## config.mk

```make
export PLATFORM = sky130hd
export DESIGN_NAME = pokey_pot_scan_ctrl_flat
export DESIGN_NICKNAME = d
export VERILOG_FILES = /design/src/rtl/pokey_pot_scan_ctrl_if.sv /design/src/rtl/pokey_pot_scan_ctrl.sv /design/src/flat_wrapper.sv
export SDC_FILE = /design/constraint.sdc
export NUM_CORES = 1
export LEC_CHECK = 0
export ABC_AREA = 1
export CAP_MARGIN = 20
export CORE_AREA = 4 4 113 115
export DETAILED_ROUTE_END_ITERATION = 10
export DIE_AREA = 0 0 117 119
export GPL_TIMING_DRIVEN = 1
export PLACE_DENSITY = 0.68
export SLEW_MARGIN = 20
export SYNTH_ARGS = -nofsm -noshare
export SYNTH_HDL_FRONTEND = slang
export SYNTH_SLANG_ARGS = --single-unit
```

## constraint.sdc

```tcl
create_clock -name clk -period 2.4 [get_ports clk]
set_input_delay 0.48 -clock clk [delete_from_list [all_inputs] [get_ports clk]]
set_output_delay 0.48 -clock clk [all_outputs]
set_load 0.1 [all_outputs]
```

## src/rtl/pokey_pot_scan_ctrl_if.sv

```systemverilog
// Bus between POKEY register decode / read mux and the pot scan controller.
// The master drives the scan strobes and raw comparator lines; the slave returns the latched results.
interface pokey_pot_scan_ctrl_if #(
    parameter int unsigned NUM_POTS = 8
);
    logic                      ce_slow;
    logic                      ce_fast;
    logic                      fast_scan;
    logic                      potgo;
    logic [NUM_POTS-1:0]       pot_in;
    logic [8*NUM_POTS-1:0]     pot_val;
    logic [NUM_POTS-1:0]       allpot;
    logic                      pot_dump;
    logic                      scanning;

    modport master (
        output ce_slow, ce_fast, fast_scan, potgo, pot_in,
        input  pot_val, allpot, pot_dump, scanning
    );

    modport slave (
        input  ce_slow, ce_fast, fast_scan, potgo, pot_in,
        output pot_val, allpot, pot_dump, scanning
    );
endinterface

```

## src/rtl/pokey_pot_scan_ctrl.sv

```systemverilog
// POKEY paddle measurement sequencer: dump capacitors, count scan ticks,
// latch each line's count when its synchronized comparator input rises.
module pokey_pot_scan_ctrl #(
    parameter int unsigned NUM_POTS   = 8,
    parameter int unsigned POT_MAX    = 228,
    parameter int unsigned DUMP_TICKS = 1
) (
    input  logic                  clk,
    input  logic                  reset,
    pokey_pot_scan_ctrl_if.slave  bus
);
    localparam int unsigned DW = $clog2(DUMP_TICKS + 1);

    typedef enum logic [1:0] {IDLE, DUMP, SCAN} state_e;

    state_e                 state_q, state_d;
    logic [7:0]             count_q, count_d;
    logic [DW-1:0]          dump_q, dump_d;
    logic [8*NUM_POTS-1:0]  pot_val_q, pot_val_d;
    logic [NUM_POTS-1:0]    allpot_q, allpot_d;
    logic [NUM_POTS-1:0]    sync1_q, sync2_q, sync3_q;
    logic                   pot_dump_q, pot_dump_d;
    logic                   scanning_q, scanning_d;
    logic                   tick;
    logic                   at_max;

    assign tick = bus.fast_scan ? bus.ce_fast : bus.ce_slow;

    always_ff @(posedge clk) begin
        if (reset) begin
            state_q    <= IDLE;
            count_q    <= '0;
            dump_q     <= '0;
            pot_val_q  <= '0;
            allpot_q   <= '0;
            sync1_q    <= '0;
            sync2_q    <= '0;
            sync3_q    <= '0;
            pot_dump_q <= 1'b1;
            scanning_q <= 1'b0;
        end else begin
            state_q    <= state_d;
            count_q    <= count_d;
            dump_q     <= dump_d;
            pot_val_q  <= pot_val_d;
            allpot_q   <= allpot_d;
            sync1_q    <= bus.pot_in;
            sync2_q    <= sync1_q;
            sync3_q    <= sync2_q;
            pot_dump_q <= pot_dump_d;
            scanning_q <= scanning_d;
        end
    end

    always_comb begin
        state_d   = state_q;
        count_d   = count_q;
        dump_d    = dump_q;
        pot_val_d = pot_val_q;
        allpot_d  = allpot_q;
        at_max    = (count_q == 8'(POT_MAX));

        // POTGO restarts the measurement from any state and swallows a coincident tick.
        if (bus.potgo) begin
            state_d  = DUMP;
            count_d  = '0;
            dump_d   = '0;
            allpot_d = '1;
        end else if (tick) begin
            case (state_q)
                DUMP: begin
                    if (dump_q == DW'(DUMP_TICKS - 1)) begin
                        state_d = SCAN;
                        count_d = '0;
                    end else begin
                        dump_d = dump_q + DW'(1);
                    end
                end
                SCAN: begin
                    // At terminal count every unfinished line latches POT_MAX.
                    for (int unsigned i = 0; i < NUM_POTS; i++) begin
                        if (allpot_q[i] && (sync3_q[i] || at_max)) begin
                            pot_val_d[8*i +: 8] = count_q;
                            allpot_d[i]         = 1'b0;
                        end
                    end
                    if (at_max) begin
                        state_d = IDLE;
                    end else begin
                        count_d = count_q + 8'd1;
                    end
                end
                default: ;
            endcase
        end

        pot_dump_d = (state_d != SCAN);
        scanning_d = (state_d != IDLE);
    end

    assign bus.pot_val  = pot_val_q;
    assign bus.allpot   = allpot_q;
    assign bus.pot_dump = pot_dump_q;
    assign bus.scanning = scanning_q;
endmodule

```

## src/flat_wrapper.sv

```systemverilog
// flat-port wrapper written by rule: the top's interface ports become plain ports
module pokey_pot_scan_ctrl_flat 
#(
    parameter int unsigned NUM_POTS   = 8,
    parameter int unsigned POT_MAX    = 228,
    parameter int unsigned DUMP_TICKS = 1
)
  (clk, reset, bus_ce_slow, bus_ce_fast, bus_fast_scan, bus_potgo, bus_pot_in, bus_pot_val, bus_allpot, bus_pot_dump, bus_scanning);
  pokey_pot_scan_ctrl_if #(.NUM_POTS(NUM_POTS)) bus_i ();
  input  logic clk;
  input  logic reset;
  input wire logic [$bits(bus_i.ce_slow)-1:0] bus_ce_slow;
  input wire logic [$bits(bus_i.ce_fast)-1:0] bus_ce_fast;
  input wire logic [$bits(bus_i.fast_scan)-1:0] bus_fast_scan;
  input wire logic [$bits(bus_i.potgo)-1:0] bus_potgo;
  input wire logic [$bits(bus_i.pot_in)-1:0] bus_pot_in;
  output wire logic [$bits(bus_i.pot_val)-1:0] bus_pot_val;
  output wire logic [$bits(bus_i.allpot)-1:0] bus_allpot;
  output wire logic [$bits(bus_i.pot_dump)-1:0] bus_pot_dump;
  output wire logic [$bits(bus_i.scanning)-1:0] bus_scanning;
  assign bus_i.ce_slow = bus_ce_slow;
  assign bus_i.ce_fast = bus_ce_fast;
  assign bus_i.fast_scan = bus_fast_scan;
  assign bus_i.potgo = bus_potgo;
  assign bus_i.pot_in = bus_pot_in;
  assign bus_pot_val = bus_i.pot_val;
  assign bus_allpot = bus_i.allpot;
  assign bus_pot_dump = bus_i.pot_dump;
  assign bus_scanning = bus_i.scanning;
  pokey_pot_scan_ctrl #(.NUM_POTS(NUM_POTS), .POT_MAX(POT_MAX), .DUMP_TICKS(DUMP_TICKS)) u_core (.clk(clk), .reset(reset), .bus(bus_i));
endmodule
```

# Word-level counts from Yosys, hierarchy flattened
# Cells that the tools add are included.
# word_totals
elab_cells	101
regBits	109
in_bits	14
out_inout_bits	74
# op_classes
n_addsub	2
n_eq_ne	6
n_bitwise	1
n_mux	21
reduce_logical	47
# op_table
op	count
two-way mux 8 bit	5
AND reduction 4 bit	9
AND reduction 3 bit	8
nonzero test 2 bit	12
case mux 8 bit (2 select lines)	1
two-way mux 1 bit	10
adder 8 x 1 -> 8 bit, second input constant	1
equality test 8 bit, second input constant	1
logical AND 1 bit	8
logical OR 1 bit	8
two-way mux 2 bit	4
!= test 2 bit, second input constant	3
case mux 2 bit (2 select lines)	1
equality test 2 x 1 -> 1 bit, second input constant	1
equality test 2 bit, second input constant	1
AND reduction 2 bit	1
OR reduction 2 bit	1
adder 1 bit, second input constant	1
NOT 1 bit	1

# Logic depth before layout (Yosys ltp)
# logic_depth
word_depth	7
ltp_mapped	12
depth_no_buf	11

# Worst setup path before layout
# No wires, ideal clock.
# synth_timing
path_kind	register -> register
start	register u_core.allpot_q[5], in the netlist u_core.bus.allpot[5]
end	register u_core.pot_val_q[44], in the netlist u_core.bus.pot_val[44]
setup_time_ns	0.119
t_arrival_ns	1.684
path_stages_with_launch	7
synth_period_minus_slack_ns	1.803
n_path_buf	1
setup_slack_ns	0.597
t_required_ns	2.281
cell_sequence	dfxtp_1 inv_1 nor2_8 buf_8 nand3_1 nand2_1 nor2_1
# synth_between
elab_chain_cells	2
# synth_rtl
item	line_no	source
start, declared	pokey_pot_scan_ctrl.sv:20	logic [NUM_POTS-1:0] allpot_q, allpot_d;
start signal, assigned	pokey_pot_scan_ctrl.sv:46	allpot_q <= allpot_d;
logical AND 1 bit	pokey_pot_scan_ctrl.sv:82	if (allpot_q[i] && (sync3_q[i] || at_max)) begin
AND reduction 4 bit (no line)	-	
end signal, assigned	pokey_pot_scan_ctrl.sv:45	pot_val_q <= pot_val_d;
end, declared	pokey_pot_scan_ctrl.sv:19	logic [8*NUM_POTS-1:0] pot_val_q, pot_val_d;
# No other way between the ends.
# A chain may end at the register's enable or synchronous reset.

# Worst setup path after layout
# layout_timing
start	register u_core.count_q[1]
end	register u_core.pot_val_q[20], in the netlist u_core.bus.pot_val[20]
# layout_between
elab_chain_cells	4
# layout_rtl
item	line_no	source
start, declared	pokey_pot_scan_ctrl.sv:17	logic [7:0] count_q, count_d;
start signal, assigned	pokey_pot_scan_ctrl.sv:43	count_q <= count_d;
equality test 8 bit	pokey_pot_scan_ctrl.sv:61	at_max = (count_q == 8'(POT_MAX));
logical OR 1 bit	pokey_pot_scan_ctrl.sv:82	
logical AND 1 bit	pokey_pot_scan_ctrl.sv:82	
AND reduction 4 bit (no line)	-	
# No other way between the ends.

==> run metrics <==
crit end category flop; Crit path arrival time approximately 2.3 ns; CP cell instances clkinv_1 -> ha_1 -> nand2_1 -> nor2_2 -> nand2_1 -> nand2_2 -> a21oi_1 -> nor2_1; syn nets around 600; CTS tree yes; Clock Latency Late Sink between 0.3 and 0.4 ns; Synth Area in Compound Gates 0.102; Core Region ~12000 µm²; first-pass GRT wire length between 15000 and 20000 µm; warnings from Yosys 0; Seq pwr share 0.502; Pre-antenna DRT Iters 4; H-tree Lvls 3; part of the power in the clock network 0.424; Worst path most repeated cell nand2_1; register bit total from synthesis between 100 and 150; mux contribution to synthesized area 0; Net count, final roughly 700; Final Critical Period ~2.1 ns; grt ovf 0; Final Skew around 0.0067 ns; Via density 4.70; Layout Cells excl Fill between 800 and 900; vias in the first global route approximately 3.6k; maximum vdd drop approximately 0.44 mV; Synth Area in XOR/XNOR 0.00568; P_int between 0.002 and 0.003 W; status finished, final reports clean; # fillers approximately 1.2k; Max Cap Viol 0; CTS clk-pin slew, worst paths roughly 0.070 ns; delay-heaviest family, CP simple AND/OR/NAND/NOR gates; most frequent cells in the layout 108 x dfxtp_1, 101 x nor2_1, 96 x nand2_1; gr usage total 0.158; Place WS between 0.15 and 0.2 ns; final core utilization 0.474; final hold viol count 0; switching power share of the total 0.231; initial DRC count 285; Clock Sinks approximately 110; slowest stage cell, crit path nand2_1; main combinational cell family by area after synthesis simple AND/OR/NAND/NOR gates; Worst Path Buf+Inv 1; Synth Cell Area approximately 4600 µm²; count of cell types in the netlist 28; area share of fa/ha/maj cells after synthesis 0.0135; Synth Area in Simple Gates 0.301; synthesized area per cell approximately 8 µm²; Die H about 120 µm; Final WS setup ~0.33 ns; root buffer cell clkbuf_16; initial core utilization 0.392; Worst Setup Path Type flop to flop; Slew @ Worst Pin about 0.60 ns; Crit. path cell count 8; Final Instance Area 5600 µm²; Setup Buffers After CTS 0; Gate power share 0.073; GPL Wtd Cong around 0.77; crit-path max cell delay approximately 0.44 ns; # port buffers 87; RSZ-0062 raised after global routing no; number of diodes 0; cts bufs inserted 9; HP Class flop to flop; IO Count 88; largest net degree at the start of global routing 58; Sw Pwr between 0.0008 and 0.0009 W; Cells after Synth ~600; worst hold stages 2; Placement Rows 40; initial antenna violation count 0; Die X about 120 µm; Static Leak 2.58 nW; Syn-to-layout area delta 21.1%; clk buf depth 2; power density over the cells about 650 nW/µm²; R2R depth 8; critical path peak fanout 17; fmax 0.483 GHz; Seq/Total Area, Yosys 0.468; # DRC 0; post-route setup TNS 0 ns; Slew Viols, Final 0; DPL Wire Length around 7400 µm; Post-DRT Antenna Nets 0; commonest non-fill, non-tap cell in the layout dfxtp_1; placed instance area 5280 µm²; worst path required time between 2 and 3 ns; Rel. slew slack 0.601; drt wl/cell around 13 µm; routed vias 3858; period utilization 0.863; crit path launch type flop; Placed Instances ~800; # setup viols final 0; ratio of cells with drive above 1 in the final layout 0.184; routed wire length around 11000 µm; full die area about 14000 µm²
==> worst paths after layout <==
check,end,slack [ns],startpoint
max,u_core.bus.pot_val[20]$_SDFFE_PP0P_,0.33,u_core.count_q[1]$_SDFFE_PP0P_
min,u_core.sync3_q[7]$_SDFF_PP0_,0.40,u_core.sync2_q[7]$_SDFF_PP0_
max reg2reg,u_core.bus.pot_val[20]$_SDFFE_PP0P_,0.33,u_core.count_q[1]$_SDFFE_PP0P_
min reg2reg,u_core.sync3_q[7]$_SDFF_PP0_,0.40,u_core.sync2_q[7]$_SDFF_PP0_
==> timing repair <==
action,in CTS,in global routing
endpoints found under the setup margin,0,8
gates resized for setup,0,1
hold buffers,0,0
==> stage by stage <==
step	total power, W	hold slack [ns]
after floorplan	0.00208	0.388
after global placement	0.00214	0.392
after detailed placement	0.00214	0.396
after CTS	0.00369	0.405
after global routing	0.00379	0.420
final	0.00365	0.405
==> sequential cells by signal, indices dropped and copies added, names as in the netlist <==
register / cells
u_core.bus.pot_val: 64
u_core.bus.allpot: 8
u_core.count_q: 8
u_core.sync1_q: 8
u_core.sync2_q: 8
u_core.sync3_q: 8
u_core.state_q: 2
u_core.bus.pot_dump: 1
u_core.bus.scanning: 1
==> power groups by stage <==
stage	Sequential, W	Clock (W)	Combinational [W]
floorplan	0.00195	0	0.000128
global placement	0.00187	0	0.000265
detailed placement	0.00188	0	0.000269
CTS	0.00183	0.00159	0.000270
global route	0.00184	0.00167	0.000292
finish	0.00183	0.00155	0.000268
==> synthesized netlist by cell type <==
cell type	instances	share of area
dfxtp_1	108	0.47
nor2_1	101	0.082
nand2_1	97	0.079
nand3_1	74	0.080
a21oi_1	71	0.077
inv_1	59	0.048
clkbuf_1	9	0.0073
o21ai_0	9	0.0097
buf_4	8	0.013
nor2_8	8	0.035
a21oi_2	7	0.013
nand2_2	7	0.0095
buf_8	6	0.019
ha_1	5	0.014
clkinv_1	4	0.0032
buf_6	3	0.0073
nand4_1	3	0.0041
xor2_1	3	0.0057
buf_1	2	0.0016
buf_12	2	0.0087
nor2_2	2	0.0027
buf_2	1	0.0011
inv_2	1	0.00081
nand2_8	1	0.0043
nand3b_1	1	0.0016
nor2_4	1	0.0024
nor3_1	1	0.0011
o21ai_2	1	0.0019
==> layer usage <==
layer,part of all wire,global-route usage
met2,0.49,0.257
met4,0.0073,0.0380
met1,0.43,0.214
met3,0.068,0.0351
met5,0,0
==> area by class of cell <==
| class | count | area (µm²) | area share |
|---|---|---|---|
| flip-flops and latches | 108 | 2160 | 0.386 |
| multi-input cells | 392 | 1950 | 0.349 |
| repair buffers | 93 | 743 | 0.133 |
| inverters | 64 | 240 | 0.0429 |
| clock buffers | 10 | 229 | 0.0409 |
| well taps | 147 | 184 | 0.0328 |
| clock inverters | 6 | 87.6 | 0.0156 |
==> kinds of logic (layout without fill, tap and decap cells) <==
| logic type | after synthesis | after routing |
|---|---|---|
| buffers and inverters | 95 | 173 |
| DFF | 108 | 108 |
| and+or+nand+nor | 296 | 296 |
| xor gates and xnor gates | 3 | 3 |
| AOI/OAI and AO/OA | 88 | 88 |
| adders and majority gates | 5 | 5 |
==> tightest hold or removal path: cells and delay by family (launching register included) <==
| kind | cells | cell delay, ns |
|---|---|---|
| AND/OR/NAND/NOR | 1 | 0.03 |
| flip-flops | 1 | 0.30 |
| buffers and inverters | 1 | 0.04 |
No activity file was read; power rests on OpenSTA's default activity.
